===== src/rtl/tbuf_bus_arbiter_if.sv =====
// Request/grant/enable bundle for the shared tristate bus arbiter.
// master: requesting side; slave: the arbiter itself.
interface tbuf_bus_arbiter_if #(
  parameter int unsigned N = 4
);
  localparam int unsigned OW = (N > 1) ? $clog2(N) : 1;

  logic [N-1:0]  req;
  logic [N-1:0]  gnt;
  logic [N-1:0]  oe;
  logic [OW-1:0] owner;
  logic          busy;

  modport master (output req, input gnt, input oe, input owner, input busy);
  modport slave  (input req, output gnt, output oe, output owner, output busy);
endinterface


===== src/rtl/tbuf_bus_arbiter.sv =====
// Round-robin owner sequencer for a TBUF-driven shared bus with an all-off turnaround gap.
// Optional per-owner hold limit enabled by defining TBUF_ARB_HOLD_LIMIT_EN.
module tbuf_bus_arbiter #(
  parameter int unsigned N        = 4,
  parameter int unsigned TURN     = 1,
  parameter int unsigned HOLD_MAX = 8
) (
  input logic               clk,
  input logic               r,
  tbuf_bus_arbiter_if.slave bus
);
  localparam int unsigned OW = (N > 1) ? $clog2(N) : 1;

  localparam logic [1:0] StIdle = 2'd0;
  localparam logic [1:0] StOwn  = 2'd1;
  localparam logic [1:0] StGap  = 2'd2;

  if (N < 2 || N > 16 || TURN < 1 || TURN > 4 || HOLD_MAX < 1 || HOLD_MAX > 255)
  begin : gen_bad_param
    $error("tbuf_bus_arbiter: parameter out of legal range");
  end

  logic [1:0]    state_q, state_d;
  logic [N-1:0]  gnt_q, gnt_d;
  logic [OW-1:0] owner_q, owner_d;
  logic [OW-1:0] rr_q, rr_d;
  logic [2:0]    gap_q, gap_d;
  logic [OW-1:0] pick, idx;
  logic          found;
  logic          release_own;

  // First requester at or above the rr pointer, wrapping past N-1.
  always_comb begin
    found = 1'b0;
    pick  = '0;
    idx   = '0;
    for (int unsigned k = 0; k < N; k++) begin
      idx = OW'((32'(rr_q) + k) % N);
      if (!found && bus.req[idx]) begin
        found = 1'b1;
        pick  = idx;
      end
    end
  end

`ifdef TBUF_ARB_HOLD_LIMIT_EN
  logic [7:0] hold_q, hold_d;
  assign release_own = !bus.req[owner_q] || (hold_q == 8'(HOLD_MAX));
`else
  assign release_own = !bus.req[owner_q];
`endif

  always_comb begin
    state_d = state_q;
    gnt_d   = gnt_q;
    owner_d = owner_q;
    rr_d    = rr_q;
    gap_d   = gap_q;
`ifdef TBUF_ARB_HOLD_LIMIT_EN
    hold_d  = hold_q;
`endif
    case (state_q)
      StIdle: begin
        if (found) begin
          state_d = StOwn;
          gnt_d   = N'(1) << pick;
          owner_d = pick;
`ifdef TBUF_ARB_HOLD_LIMIT_EN
          hold_d  = 8'd1;
`endif
        end
      end
      StOwn: begin
        if (release_own) begin
          // Owner keeps its index through the gap; it drops to lowest priority.
          state_d = StGap;
          gnt_d   = '0;
          rr_d    = (owner_q == OW'(N - 1)) ? '0 : owner_q + 1'b1;
          gap_d   = 3'(TURN);
        end else begin
`ifdef TBUF_ARB_HOLD_LIMIT_EN
          hold_d = hold_q + 8'd1;
`endif
        end
      end
      StGap: begin
        if (gap_q > 3'd1) begin
          gap_d = gap_q - 3'd1;
        end else if (found) begin
          state_d = StOwn;
          gnt_d   = N'(1) << pick;
          owner_d = pick;
`ifdef TBUF_ARB_HOLD_LIMIT_EN
          hold_d  = 8'd1;
`endif
        end else begin
          state_d = StIdle;
          owner_d = '0;
        end
      end
      default: begin
        state_d = StIdle;
        gnt_d   = '0;
        owner_d = '0;
      end
    endcase
  end

  always_ff @(posedge clk) begin
    if (!r) begin
      state_q <= StIdle;
      gnt_q   <= '0;
      owner_q <= '0;
      rr_q    <= '0;
      gap_q   <= '0;
`ifdef TBUF_ARB_HOLD_LIMIT_EN
      hold_q  <= '0;
`endif
    end else begin
      state_q <= state_d;
      gnt_q   <= gnt_d;
      owner_q <= owner_d;
      rr_q    <= rr_d;
      gap_q   <= gap_d;
`ifdef TBUF_ARB_HOLD_LIMIT_EN
      hold_q  <= hold_d;
`endif
    end
  end

  // OE and GNT share one register so they can never disagree.
  assign bus.gnt   = gnt_q;
  assign bus.oe    = gnt_q;
  assign bus.owner = owner_q;
  assign bus.busy  = (state_q != StIdle);
endmodule


===== src/flat_wrapper.sv =====
// flat-port wrapper written by rule: the top's interface ports become plain ports
module tbuf_bus_arbiter_flat 
#(
  parameter int unsigned N        = 4,
  parameter int unsigned TURN     = 1,
  parameter int unsigned HOLD_MAX = 8
)
  (clk, r, bus_req, bus_gnt, bus_oe, bus_owner, bus_busy);
  tbuf_bus_arbiter_if #(.N(N)) bus_i ();
  input logic clk;
  input logic r;
  input wire logic [$bits(bus_i.req)-1:0] bus_req;
  output wire logic [$bits(bus_i.gnt)-1:0] bus_gnt;
  output wire logic [$bits(bus_i.oe)-1:0] bus_oe;
  output wire logic [$bits(bus_i.owner)-1:0] bus_owner;
  output wire logic [$bits(bus_i.busy)-1:0] bus_busy;
  assign bus_i.req = bus_req;
  assign bus_gnt = bus_i.gnt;
  assign bus_oe = bus_i.oe;
  assign bus_owner = bus_i.owner;
  assign bus_busy = bus_i.busy;
  tbuf_bus_arbiter #(.N(N), .TURN(TURN), .HOLD_MAX(HOLD_MAX)) u_core (.clk(clk), .r(r), .bus(bus_i));
endmodule

===== config.mk =====
export PLATFORM = sky130hd
export DESIGN_NAME = tbuf_bus_arbiter_flat
export DESIGN_NICKNAME = d
export VERILOG_FILES = /design/src/rtl/tbuf_bus_arbiter_if.sv /design/src/rtl/tbuf_bus_arbiter.sv /design/src/flat_wrapper.sv
export SDC_FILE = /design/constraint.sdc
export NUM_CORES = 1
export LEC_CHECK = 0
export BUFFER_PORTS_ARGS = -buffer_cell sky130_fd_sc_hd__buf_2
export CORE_UTILIZATION = 57
export DETAILED_ROUTE_END_ITERATION = 6
export PLACE_DENSITY = 0.82
export RECOVER_POWER = 50
export SYNTH_ARGS = -nofsm -noshare
export SYNTH_HDL_FRONTEND = slang
export SYNTH_SLANG_ARGS = --single-unit

===== constraint.sdc =====
create_clock -name clk -period 3.11 [get_ports clk]
set_input_delay 0.311 -clock clk [delete_from_list [all_inputs] [get_ports clk]]
set_output_delay 0.311 -clock clk [all_outputs]
set_load 0.05 [all_outputs]

==> results.sh <==
export IMPL_final_cell_mix="dfxtp_1 (13), nor2b_1 (11), clkbuf_1 (11), nor2_1 (9), inv_1 (7)"
export IMPL_grt_pass1_vias=597
export IMPL_cts_tree="done"
export IMPL_hpwl_mm=1.32
export IMPL_mappedNetlistNets=117
export IMPL_end_kind="flop"
export IMPL_path_clk_slew_ns=0.08
export IMPL_crit_type="reg -> reg"
export IMPL_slew_headroom_pct=60.8
export IMPL_postCtsHoldBufs=0
export IMPL_synth_cells=105
export IMPL_worstPathMaxFanout=7
export IMPL_cts_buffers=3
export IMPL_min_period_ns=1.89
export IMPL_core_area_um2=1370
export IMPL_clock_skew_ns=0.00194
export IMPL_n_antenna_cell=0
export IMPL_rsz0062_at_grt="false"
export IMPL_cts_resized=0
export IMPL_setup_viol=0
export IMPL_io_pins=17
export IMPL_r2r_cells=7
export IMPL_area_growth_pct=7.30
export IMPL_leakagePower_nw=0.381
export IMPL_port_buffer_count=16
export IMPL_final_common_cell="dfxtp_1"
export IMPL_hold_violations=0
export IMPL_synth_area_um2=875
export IMPL_chipHeight_um=41.2
export IMPL_via_per_inst=5.71
export IMPL_startpoint_type="flop"
export IMPL_outcome="complete, no violations"
export IMPL_fin_crit_sh_pct=60.7
export IMPL_grt_max_degree=19
export IMPL_gp_congestion=0.765
export IMPL_hold_depth=3
export IMPL_post_cts_buffers=0
export IMPL_postSynthAreaPerCell_um2=8.33
export IMPL_std_cell_rows=13
export IMPL_grt_ovfl_total=0
export IMPL_slew_violations=0
export IMPL_seq_area_frac_synth_pct=29.8
export IMPL_drtAntennaViolNets=0
export IMPL_power_density_nw_per_um2=605
export IMPL_drive_gt1_share_pct=11.0
export IMPL_postLayoutCoreUtil_pct=68.7
export IMPL_ys_seq_elements=13
export IMPL_vdd_drop_max_mv=0.460
export IMPL_cts_buffer_depth=2
export IMPL_nNetsFinal=131
export IMPL_worstPathRequired_ns=3.28
export IMPL_drtIter0Drc=13
export IMPL_antenna_found_initial=0
export IMPL_drc=0
export IMPL_dieWidth_um=41.2
export IMPL_grt_total_usage_pct=23.6
export IMPL_die_area_um2=1690
export IMPL_p_total_uw=568
export IMPL_cp_arrival_ns=2.06
export IMPL_vias=760
export IMPL_grt_pass1_wl_mm=2.58
export IMPL_synth_cell_type_count=33
export IMPL_hold_class="in -> reg"
export IMPL_worstSkewPairLatency_ns=0.27
export IMPL_htreeDepth=1
export IMPL_worstMarginPinSlew_ns=0.590
export IMPL_wire_per_inst_um=13.0
export IMPL_cts_root_buf="clkbuf_4"
export IMPL_yosysWarnings=0
export IMPL_whs_ns=0.431
export IMPL_routed_wl_mm=1.73
export IMPL_drt_pass1_iter_count=4
export IMPL_cts_sinks=13
export IMPL_max_freq_mhz=530
export IMPL_start_util_pct=64.0
export IMPL_drv_cap=0
export IMPL_final_setup_tns_ns=0
sequential cells by signal (all words and copies together) (netlist names):
signal and count:
u_core.bus.owner 2, u_core.gap_q 3, u_core.bus.gnt 4, u_core.rr_q 2, u_core.state_q 2
through the flow:
step,area [um2],setup WS [ns],std cells
2_1_floorplan,875,1.09,105
3_3_place_gp,925,1.31,129
3_5_place_dp,925,1.26,129
4_1_cts,951,1.21,133
5_1_grt,938,1.08,133
6_report,938,1.22,133
final timing paths:
path | to | startpoint | slack [ns]
setup reg to reg | u_core.bus.owner[0] | u_core.state_q[0] | 1.22
setup / recovery | u_core.bus.owner[0] | u_core.state_q[0] | 1.22
hold / removal | u_core.bus.gnt[1] | r | 0.43
hold reg to reg | u_core.bus.gnt[3] | u_core.bus.gnt[3] | 0.47
layer usage:
metal	track usage, %	wire length, um	part of all wire [%]
met5	0	0	0
met4	4.84	10	0.58
met3	8.70	65	3.8
met2	37.1	787	45
met1	30.7	868	50
synth_stat cells:
master | n | area, um2
nand2_1 | 6 | 22.5
nand4_1 | 2 | 12.5
a21boi_1 | 1 | 7.51
o22ai_1 | 1 | 6.26
buf_4 | 4 | 30.0
mux2i_1 | 6 | 60.1
nor3_1 | 3 | 15.0
mux4_2 | 1 | 22.5
nor2b_1 | 11 | 68.8
or3_1 | 1 | 6.26
buf_1 | 1 | 3.75
inv_1 | 7 | 26.3
dfxtp_1 | 13 | 260
o21ai_0 | 5 | 25.0
nor2_1 | 9 | 33.8
o31a_1 | 1 | 8.76
a31oi_1 | 1 | 6.26
nand2_2 | 1 | 6.26
ha_1 | 6 | 75.1
nor3b_1 | 1 | 7.51
o41ai_2 | 1 | 16.3
a211oi_1 | 1 | 7.51
buf_6 | 1 | 11.3
o21a_1 | 4 | 30.0
or4_1 | 1 | 7.51
a21oi_1 | 6 | 30.0
nand2b_1 | 1 | 6.26
nand3_1 | 4 | 20.0
mux2_2 | 1 | 11.3
nand4b_1 | 1 | 8.76
clkbuf_1 | 1 | 3.75
and2_1 | 1 | 6.26
nand2_4 | 1 | 11.3
layout make-up:
cell class	instances	area, um2
Timing Repair Buffer	16	67.6
Multi-Input combinational cell	78	539
Sequential cell	13	260
Tap cell	15	18.8
Fill cell	131	428
Clock buffer	4	26.3
Inverter	7	26.3
power by group:
group	internal, mW	switching [mW]
Sequential	0.188	0.0210
Clock	0.0497	0.0545
Combinational	0.0793	0.175
Total	0.317	0.251
logic make-up after synthesis:
| family | synth area share, % |
|---|---|
| DFF | 29.8 |
| adders and majority gates | 8.58 |
| buffers and inverters | 8.58 |
| muxes | 10.7 |
| AOI/OAI and AO/OA | 15.7 |
| and+or+nand+nor | 26.6 |
critical path, cell delays in order, from the launching register on:
cell	delay [ns]
dfxtp_1	0.36
inv_1	0.09
ha_1	0.28
o21ai_0	0.20
o21a_1	0.24
nor2b_1	0.32
mux2i_1	0.24
nor2b_1	0.06
(Power assumes the default switching activity.)
